$ cat src/rtl/if_fetch_stage_pkg.sv
// Shared types and constants for the instruction-fetch stage and its IF/ID register.
package if_fetch_stage_pkg;

    localparam int unsigned XLEN     = 16;
    localparam int unsigned OPC_BITS = 4;

    typedef logic [XLEN-1:0] pc_t;
    typedef logic [XLEN-1:0] instr_t;

    localparam logic [OPC_BITS-1:0] OPC_JMP = 4'b1101;
    localparam logic [OPC_BITS-1:0] OPC_BEQ = 4'b1011;
    localparam logic [OPC_BITS-1:0] OPC_BNE = 4'b1100;
    localparam pc_t                 PC_STEP = 16'd2;

    typedef enum logic {
        FS_RUN  = 1'b0,
        FS_HALT = 1'b1
    } fetch_state_e;

    typedef struct packed {
        instr_t instr;
        pc_t    pc;
        logic   pred_taken;
    } ifid_payload_t;

    // JMP target: page bits come from the sequential PC, the rest from the 12-bit immediate.
    function automatic pc_t jmp_target(input pc_t pc_plus2, input instr_t instr);
        return {pc_plus2[15:13], instr[11:0], 1'b0};
    endfunction

endpackage

$ cat src/rtl/if_fetch_stage_if_id_reg.sv
// IF/ID pipeline register with stall (hold) and flush (bubble) control.
module if_id_reg
    import if_fetch_stage_pkg::*;
(
    input  logic          clk,
    input  logic          rst,
    input  logic          flush_i,
    input  logic          stall_i,
    input  logic          load_i,
    input  ifid_payload_t payload_i,
    output logic          valid_o,
    output instr_t        instr_o,
    output pc_t           pc_o,
    output pc_t           pc_plus2_o,
    output logic          pred_taken_o
);

    logic   valid_q, valid_d;
    instr_t instr_q, instr_d;
    pc_t    pc_q, pc_d;
    pc_t    pc_plus2_q, pc_plus2_d;
    logic   pred_q, pred_d;

    // Flush beats stall; payload fields keep their last value whenever valid drops.
    always_comb begin
        valid_d    = valid_q;
        instr_d    = instr_q;
        pc_d       = pc_q;
        pc_plus2_d = pc_plus2_q;
        pred_d     = pred_q;
        if (flush_i) begin
            valid_d = 1'b0;
            pred_d  = 1'b0;
        end else if (stall_i) begin
            valid_d = valid_q;
        end else if (load_i) begin
            valid_d    = 1'b1;
            instr_d    = payload_i.instr;
            pc_d       = payload_i.pc;
            pc_plus2_d = payload_i.pc + PC_STEP;
            pred_d     = payload_i.pred_taken;
        end else begin
            valid_d = 1'b0;
            pred_d  = 1'b0;
        end
    end

    always_ff @(posedge clk or posedge rst) begin
        if (rst) begin
            valid_q    <= 1'b0;
            instr_q    <= '0;
            pc_q       <= '0;
            pc_plus2_q <= PC_STEP;
            pred_q     <= 1'b0;
        end else begin
            valid_q    <= valid_d;
            instr_q    <= instr_d;
            pc_q       <= pc_d;
            pc_plus2_q <= pc_plus2_d;
            pred_q     <= pred_d;
        end
    end

    assign valid_o      = valid_q;
    assign instr_o      = instr_q;
    assign pc_o         = pc_q;
    assign pc_plus2_o   = pc_plus2_q;
    assign pred_taken_o = pred_q;

endmodule

$ cat src/rtl/if_fetch_stage.sv
// Instruction-fetch stage: PC, RUN/HALT control, next-PC mux and IF/ID capture.
// Optional FETCH_EARLY_JUMP_EN follows JMP at fetch time instead of waiting for execute.
module if_fetch_stage
    import if_fetch_stage_pkg::*;
#(
    parameter pc_t RESET_PC = 16'h0000,
    parameter pc_t PC_LIMIT = 16'h001E
) (
    input  logic        clk,
    input  logic        rst,
    input  logic        stall_i,
    input  logic        redirect_i,
    input  logic [15:0] redirect_pc_i,
    output logic [15:0] imem_pc_o,
    input  logic [15:0] imem_instr_i,
    output logic        ifid_valid_o,
    output logic [15:0] ifid_instr_o,
    output logic [15:0] ifid_pc_o,
    output logic [15:0] ifid_pc_plus2_o,
    output logic        ifid_pred_taken_o,
    output logic        halted_o
);

    fetch_state_e  state_q, state_d;
    pc_t           pc_q, pc_d;
    pc_t           pc_plus2_c;
    logic          fetch_c;
    logic          pred_c;
    ifid_payload_t payload_c;
    logic          unused_redirect_lsb;

    // Instructions are halfword aligned, so the redirect LSB is discarded.
    assign unused_redirect_lsb = redirect_pc_i[0];
    assign pc_plus2_c          = pc_q + PC_STEP;

    // Next-state / next-PC: redirect > stall > normal fetch.
    always_comb begin
        state_d = state_q;
        pc_d    = pc_q;
        fetch_c = 1'b0;
        pred_c  = 1'b0;
        if (redirect_i) begin
            pc_d    = {redirect_pc_i[15:1], 1'b0};
            state_d = FS_RUN;
        end else if (!stall_i) begin
            case (state_q)
                FS_RUN: begin
                    if (pc_q < PC_LIMIT) begin
                        fetch_c = 1'b1;
                        pc_d    = pc_plus2_c;
`ifdef FETCH_EARLY_JUMP_EN
                        if (imem_instr_i[15:12] == OPC_JMP) begin
                            pc_d   = jmp_target(pc_plus2_c, imem_instr_i);
                            pred_c = 1'b1;
                        end
`endif
                    end else begin
                        state_d = FS_HALT;
                    end
                end
                FS_HALT: state_d = FS_HALT;
                default: state_d = FS_RUN;
            endcase
        end
    end

    always_ff @(posedge clk or posedge rst) begin
        if (rst) begin
            state_q <= FS_RUN;
            pc_q    <= RESET_PC;
        end else begin
            state_q <= state_d;
            pc_q    <= pc_d;
        end
    end

    always_comb begin
        payload_c            = '0;
        payload_c.instr      = imem_instr_i;
        payload_c.pc         = pc_q;
        payload_c.pred_taken = pred_c;
    end

    if_id_reg u_if_id_reg (
        .clk          (clk),
        .rst          (rst),
        .flush_i      (redirect_i),
        .stall_i      (stall_i),
        .load_i       (fetch_c),
        .payload_i    (payload_c),
        .valid_o      (ifid_valid_o),
        .instr_o      (ifid_instr_o),
        .pc_o         (ifid_pc_o),
        .pc_plus2_o   (ifid_pc_plus2_o),
        .pred_taken_o (ifid_pred_taken_o)
    );

    assign imem_pc_o = pc_q;
    assign halted_o  = (state_q == FS_HALT);

endmodule

$ cat config.mk
export PLATFORM = sky130hd
export DESIGN_NAME = if_fetch_stage
export DESIGN_NICKNAME = d
export VERILOG_FILES = /design/src/rtl/if_fetch_stage_pkg.sv /design/src/rtl/if_fetch_stage_if_id_reg.sv /design/src/rtl/if_fetch_stage.sv
export SDC_FILE = /design/constraint.sdc
export NUM_CORES = 1
export LEC_CHECK = 0
export ABC_AREA = 1
export CAP_MARGIN = 20
export CORE_MARGIN = 2
export CORE_UTILIZATION = 43
export CTS_BUF_LIST = sky130_fd_sc_hd__clkbuf_16
export CTS_CLUSTER_DIAMETER = 40
export DETAILED_ROUTE_END_ITERATION = 10
export PLACE_DENSITY_LB_ADDON = 0.25
export SLEW_MARGIN = 20
export SYNTH_ARGS = -nofsm -noshare
export SYNTH_HDL_FRONTEND = slang
export SYNTH_SLANG_ARGS = --single-unit
$ cat constraint.sdc
create_clock -name clk -period 2.1 [get_ports clk]
set_input_delay 0.315 -clock clk [delete_from_list [all_inputs] [get_ports clk]]
set_output_delay 0.315 -clock clk [all_outputs]
set_load 0.005 [all_outputs]
==> results of run 1 <==
worst paths after layout:
check | startpoint | to | slack, ns
max | imem_pc_o[1]$_DFFE_PP0P_ | imem_pc_o[1] | 0.40
min | rst | u_if_id_reg.pc_plus2_o[10]$_DFFE_PP0P_ | 0.37
max reg2reg | imem_pc_o[5]$_DFFE_PP0P_ | imem_pc_o[5]$_DFFE_PP0P_ | 0.57
min reg2reg | u_if_id_reg.pc_o[3]$_DFFE_PP0P_ | u_if_id_reg.pc_o[3]$_DFFE_PP0P_ | 0.48
max in group asynchronous | rst | u_if_id_reg.pc_plus2_o[1]$_DFFE_PP1P_ | 1.42
min in group clk | u_if_id_reg.pc_o[3]$_DFFE_PP0P_ | u_if_id_reg.pc_o[3]$_DFFE_PP0P_ | 0.48
worst min-delay path, stage by stage:
cell,delay (ns)
clkdlybuf4s50_1,0.41
inv_2,0.07
buf_12,0.29
sequential cells by signal, summed over array words and instances (netlist names):
register                flops
u_if_id_reg.pc_plus2_o     15
u_if_id_reg.valid_o         1
u_if_id_reg.instr_o        16
imem_pc_o                  15
u_if_id_reg.pc_o           15
halted_o                    1
layout make-up:
| type | count | share of cell area, % |
|---|---|---|
| tap | 75 | 2.34 |
| multi-input combinational | 187 | 21.2 |
| inverter | 31 | 2.90 |
| clock inverter | 7 | 2.40 |
| timing repair buffer | 105 | 26.3 |
| sequential | 63 | 39.3 |
| clock buffer | 9 | 5.61 |
through the flow:
stage / utilization [%] / setup slack [ns]
6_report: 67.9 / 0.396
5_1_grt: 67.9 / 0.334
4_1_cts: 67.9 / 0.375
3_5_place_dp: 62.4 / 0.319
3_3_place_gp: 62.4 / 0.329
2_1_floorplan: - / 0.217
metal layers:
metal,GRT usage (%),share of wire (%),vias to the layer above
li1,-,-,1106
met1,22.1,41,1069
met2,34.6,49,78
met3,6.09,7.9,10
met4,9.50,1.7,0
met5,0,0,-
power groups by stage:
| stage | clock network, mW | logic, mW | registers, mW |
|---|---|---|---|
| final | 1.57 | 0.445 | 1.37 |
| after detailed placement | 0 | 0.448 | 1.39 |
| after global placement | 0 | 0.439 | 1.39 |
| after floorplan | 0 | 0.175 | 1.38 |
| after global routing | 1.65 | 0.494 | 1.39 |
| after CTS | 1.60 | 0.455 | 1.37 |
cell families after synthesis:
| logic type | synth area share (%) |
|---|---|
| other | 0.142 |
| buffers and inverters | 8.52 |
| adders and majority gates | 0.473 |
| and+or+nand+nor | 30.3 |
| xor gates and xnor gates | 0.331 |
| AOI/OAI and AO/OA | 0.568 |
| DFF | 59.7 |
Yosys cell counts (2+ instances only):
cell type and instances:
nor2_4 2, buf_2 9, inv_2 2, clkbuf_1 2, buf_6 2, dfrtp_1 62
nand2_1 96, nor2_1 27, o21ai_0 2, inv_1 29, buf_4 4, nand3_1 45
==> summary.md, run 1 <==
| Metric | Value |
|---|---|
| Placed cell area | `about 3700 sq um` |
| Outcome | `completed` |
| Slew Viols, Final | `0` |
| Sw power | `roughly 0.79 mW` |
| CP delay by family, top | `buffers and inverters` |
| Layout area overhead | `52.0%` |
| Power Density | `about 840 nW/um^2` |
| Worst Path Max Fanout | `8` |
| DRT iter0 DRCs | `95` |
| Slowest stage delay, CP | `0.56 ns` |
| Drt via density | `around 4.7` |
| Mean area per synthesized cell | `8.93 sq um` |
| Nets | `434` |
| DIE WIDTH | `just over 80 um` |
| Post-Syn Area | `roughly 2600 sq um` |
| Routed WL | `6.25 mm` |
| CTS H-tree depth | `3` |
| CP Launch Type | `flip-flop` |
| Hold-fix buffers, CTS | `0` |
| Clk pwr share | `a little under half` |
| Static leakage | `a little over 2 nW` |
| Worst min path class | `input port to async pin` |
| Total chip power | `3.39 mW` |
| Sw Share | `approximately 23%` |
| Vias in the first global route | `between 2000 and 2500` |
| Combinational share of power | `13.1%` |
| Worst hold slack | `0.368 ns` |
| CP Class | `flip-flop to primary output` |
| Final std cells w/o fill | `about 480` |
| Seq pwr share | `between 40% and 50%` |
| Reg area | `between 1500 and 2000 sq um` |
| Die area | `~6800 sq um` |
| Die Ht | `about 82 um` |
| RSZ-0062 raised after global routing | `false` |
| Clk slew on worst S/H paths | `roughly 0.050 ns` |
| CTS Buf Count | `9` |
| Initial antenna violation count | `0` |
| Worst vdd ir | `about 0.00052 V` |
| Worst EP arrival | `around 1.4 ns` |
| Setup TNS | `0 ns` |
| Row count | `28` |
| Commonest cells after routing, fill and taps aside | `97 x clkdlybuf4s50_1, 96 x nand2_1, 62 x dfrtp_1, 45 x nand3_1, 28 x inv_1` |
| 1st-pass router iterations | `4` |
| Core Area | `between 5000 and 6000 sq um` |
| Gate Count Post-Synth | `296` |
| Multi-input gate area | `about 850 sq um` |
| Post-cts sizing count | `0` |
| Global Route Usage Sum | `19.9%` |
| Slowest CP cell | `clkdlybuf4s50_1` |
| Top area cells in the synthesized netlist | `dfrtp_1 59%, nand2_1 14%, nand3_1 8.5%` |
| CP endpoint kind | `primary output` |
| Tmin final | `1.70 ns` |
| CP Data Required Time | `1.78 ns` |
| Clock Skews | `just under 0.004 ns` |
| Skew-Pair Late Insertion Delay | `0.32 ns` |
| Crit path buf inv count | `1` |
| Synth top area share | `58.7%` |
| Max Buffers Root-to-Sink | `2` |
| Initial core utilization | `between 40 and 50%` |
| DRC errors left | `0` |
| Post-route cell area | `~4000 sq um` |
| Yosys warns | `0` |
| RePlAce Congestion | `between 0.7 and 0.8` |
| Routed WL per cell | `roughly 13 um` |
| # port buffers | `97` |
| Period utilisation layout | `between 80% and 90%` |
| Share of layout cells above drive strength 1 | `8.96%` |
| Top_reg_cell synth | `dfrtp_1` |
| R2R cell count | `7` |
| Leading area contributor after synthesis | `dfrtp_1` |
| Grt ovf | `0` |
| TritonCTS clock tree | `done` |
| Setup Fix Bufs, Post-CTS | `0` |
| Num Clock Sinks | `63` |
| Peak Freq | `about 590 MHz` |
| Max Cap Viol | `0` |
| First-pass GRT wire length | `around 10 mm` |
| Asr flop ratio synth | `100%` |
| Final Hold Viols | `0` |
| DP Cell Count | `between 400 and 500` |
| Cell Chain, Critical Path | `clkdlybuf4s50_1` |
| Most common cell after layout, fill and taps aside | `clkdlybuf4s50_1` |
| Synth unique cells | `26` |
| Synthesized flop and latch total | `63` |
| Largest net degree at the start of global routing | `64` |
| Crit path depth | `1` |
| I/O pin count | `between 100 and 150` |
| Vias | `between 2000 and 2500` |
| Number of diodes | `0` |
| DPL Wire Length | `roughly 4.2 mm` |
| EDFF count, synth | `0` |
| Filler cell count | `between 400 and 500` |
| Root Buffer | `clkbuf_16` |
| P_int | `between 2 and 3 mW` |
| Detail Route Antenna Nets | `0` |
| Final setup vio count | `0` |
| Register area share after synthesis | `roughly three fifths` |
Power figures use the tool's default switching activity.
==> run 2, diff against run 1 <==
clock period = 1.7 ns   (was 2.1 ns; I/O delays follow)
==> summary.md, run 2 (synthesis gave the netlist of run 1 again) <==
| Metric | Value |
|---|---|
| 1st-pass router iterations | `5 (+1)` |
| Final setup vio count | `0 (unchanged)` |
| Core Area | `5920 sq um (unchanged)` |
| Worst setup path endpoint | `imem_pc_o[3]` |
| Final std cells w/o fill | `480 (+0.63%)` |
| Root Buffer | `clkbuf_16` |
| Power Density | `953 nW/um^2 (+13%)` |
| Die area | `6790 sq um (unchanged)` |
| Row count | `28 (unchanged)` |
| Reg2reg start | `imem_pc_o[8]$_DFFE_PP0P_` |
| Commonest cells after routing, fill and taps aside | `97 x clkdlybuf4s50_1, 96 x nand2_1, 61 x dfrtp_1, 45 x nand3_1, 31 x inv_1` |
| DRT iter0 DRCs | `70 (-26%)` |
| Worst EP arrival | `1.38 ns (about the same)` |
| DIE WIDTH | `82.4 um (unchanged)` |
| Initial core utilization | `44.7% (unchanged)` |
| Routed WL per cell | `12.6 um (-4.0%)` |
| Max Cap Viol | `0 (unchanged)` |
| Number of diodes | `0 (unchanged)` |
| Vias in the first global route | `2152 (-3.4%)` |
| I/O pin count | `103 (unchanged)` |
| Worst min path class | `input port to async pin` |
| Drt via density | `4.79 (+1.0%)` |
| CP Class | `flip-flop to primary output` |
| Period utilisation layout | `96.4%` |
| Die Ht | `82.4 um (unchanged)` |
| TritonCTS clock tree | `done` |
| Crit path buf inv count | `1 (unchanged)` |
| Max reg flops | `16 (unchanged)` |
| Most common cell after layout, fill and taps aside | `clkdlybuf4s50_1` |
| Post-cts sizing count | `0 (unchanged)` |
| Placed cell area | `3730 sq um (+1.0%)` |
| Slowest stage delay, CP | `0.56 ns (about the same)` |
| Clk slew on worst S/H paths | `0.05 ns (about the same)` |
| Tmin final | `approximately 1.6 ns` |
| First-pass GRT wire length | `9.69 mm (-2.6%)` |
| Slew Viols, Final | `0 (unchanged)` |
| Skew-Pair Late Insertion Delay | `0.32 ns (about the same)` |
| Worst vdd ir | `0.000618 V (+19%)` |
| Setup Fix Bufs, Post-CTS | `0 (unchanged)` |
| Worst Path Max Fanout | `8 (unchanged)` |
| Peak Freq | `about 600 MHz` |
| RSZ-0062 raised after global routing | `false` |
| Outcome | `completed` |
| Max Buffers Root-to-Sink | `2 (unchanged)` |
| Grt ovf | `0 (unchanged)` |
| RePlAce Congestion | `0.762 (+4.3%)` |
| DPL Wire Length | `4.24 mm (+0.38%)` |
| CP delay by family, top | `buffers and inverters` |
| Share of layout cells above drive strength 1 | `9.14% (+0.18 points)` |
| Detail Route Antenna Nets | `0 (unchanged)` |
| CP Data Required Time | `1.44 ns (-0.34 ns)` |
| CTS Buf Count | `9 (unchanged)` |
| Hold-fix buffers, CTS | `0 (unchanged)` |
| Largest net degree at the start of global routing | `64 (unchanged)` |
| R2R cell count | `5 (-2)` |
| CP Launch Type | `flip-flop` |
| Vias | `2300 (+1.6%)` |
| Global Route Usage Sum | `19.2% (-0.67 points)` |
| Worst setup path start | `imem_pc_o[3]$_DFFE_PP0P_` |
| Num Clock Sinks | `63 (unchanged)` |
| Static leakage | `2.07 nW (+0.12%)` |
| Post-route cell area | `4000 sq um (-0.56%)` |
| Crit path depth | `1 (unchanged)` |
| Cell Chain, Critical Path | `clkdlybuf4s50_1` |
| DRC errors left | `0 (unchanged)` |
| Reg-to-Reg End | `u_if_id_reg.pc_plus2_o[14]$_DFFE_PP0P_` |
| Layout area overhead | `51.1%` |
| Final Hold Viols | `0 (unchanged)` |
| Nets | `437 (+0.69%)` |
| Routed WL | `6.04 mm (-3.4%)` |
| Slowest CP cell | `clkdlybuf4s50_1` |
| Initial antenna violation count | `0 (unchanged)` |
| Clock Skews | `0.00567 ns (+0.00173 ns)` |
| # port buffers | `97 (unchanged)` |
| CP endpoint kind | `primary output` |
| CTS H-tree depth | `3 (unchanged)` |
| R2R Setup Slk | `0.24 ns (-0.33 ns)` |
| DP Cell Count | `464 (+0.65%)` |
[run 2: power breakdown]
part / leakage (nW) / internal [mW] / switching, mW
Clock: 0.139 / 0.959 / 0.598
Sequential: 0.743 / 1.61 / 0.0887
Combinational: 1.18 / 0.329 / 0.224
[run 2: stage by stage]
step,worst slack [ns],TNS (ns),utilization [%],hold slack (ns),total power [mW]
6_report,0.0608,0,67.5,0.384,3.81
5_1_grt,0.0263,0,67.5,0.416,3.98
4_1_cts,0.0404,0,67.5,0.394,3.85
3_5_place_dp,-0.00719,-0.00972,63.1,0.460,2.28
3_3_place_gp,0.0457,0,63.1,0.456,2.26
2_1_floorplan,0.345,0,-,0.342,1.93
[run 2: cell type report]
type | count | area [sq um]
clock inverters | 7 | 33.8
fillers | 501 | 1930
inverters | 31 | 120
multi-input cells | 187 | 852
well taps | 75 | 93.8
repair buffers | 108 | 1090
flip-flops and latches | 63 | 1580
clock buffers | 9 | 225
[run 2: worst min path at each step]
stage	endpoint	slack, ns	depth (start not counted)
finish	u_if_id_reg.instr_o[5]$_DFFE_PP0P_	0.38	3
CTS	u_if_id_reg.instr_o[8]$_DFFE_PP0P_	0.39	3
floorplan	halted_o$_DFFE_PP0N_	0.34	1
global route	u_if_id_reg.instr_o[15]$_DFFE_PP0P_	0.42	3
detailed placement	u_if_id_reg.pc_plus2_o[1]$_DFFE_PP1P_	0.46	2
global placement	u_if_id_reg.pc_plus2_o[1]$_DFFE_PP1P_	0.46	2
[run 2: worst min-delay path, delay by kind of cell]
kind	cells	cell delay [ns]
buffers and inverters	3	0.84
[run 2: per-layer routing]
layer / track usage [%] / wire length, um / up-vias
li1: - / - / 1116
met3: 6.52 / 552 / 11
met2: 31.0 / 2790 / 88
met1: 23.4 / 2600 / 1085
met5: 0 / 0 / -
met4: 8.50 / 95 / 0
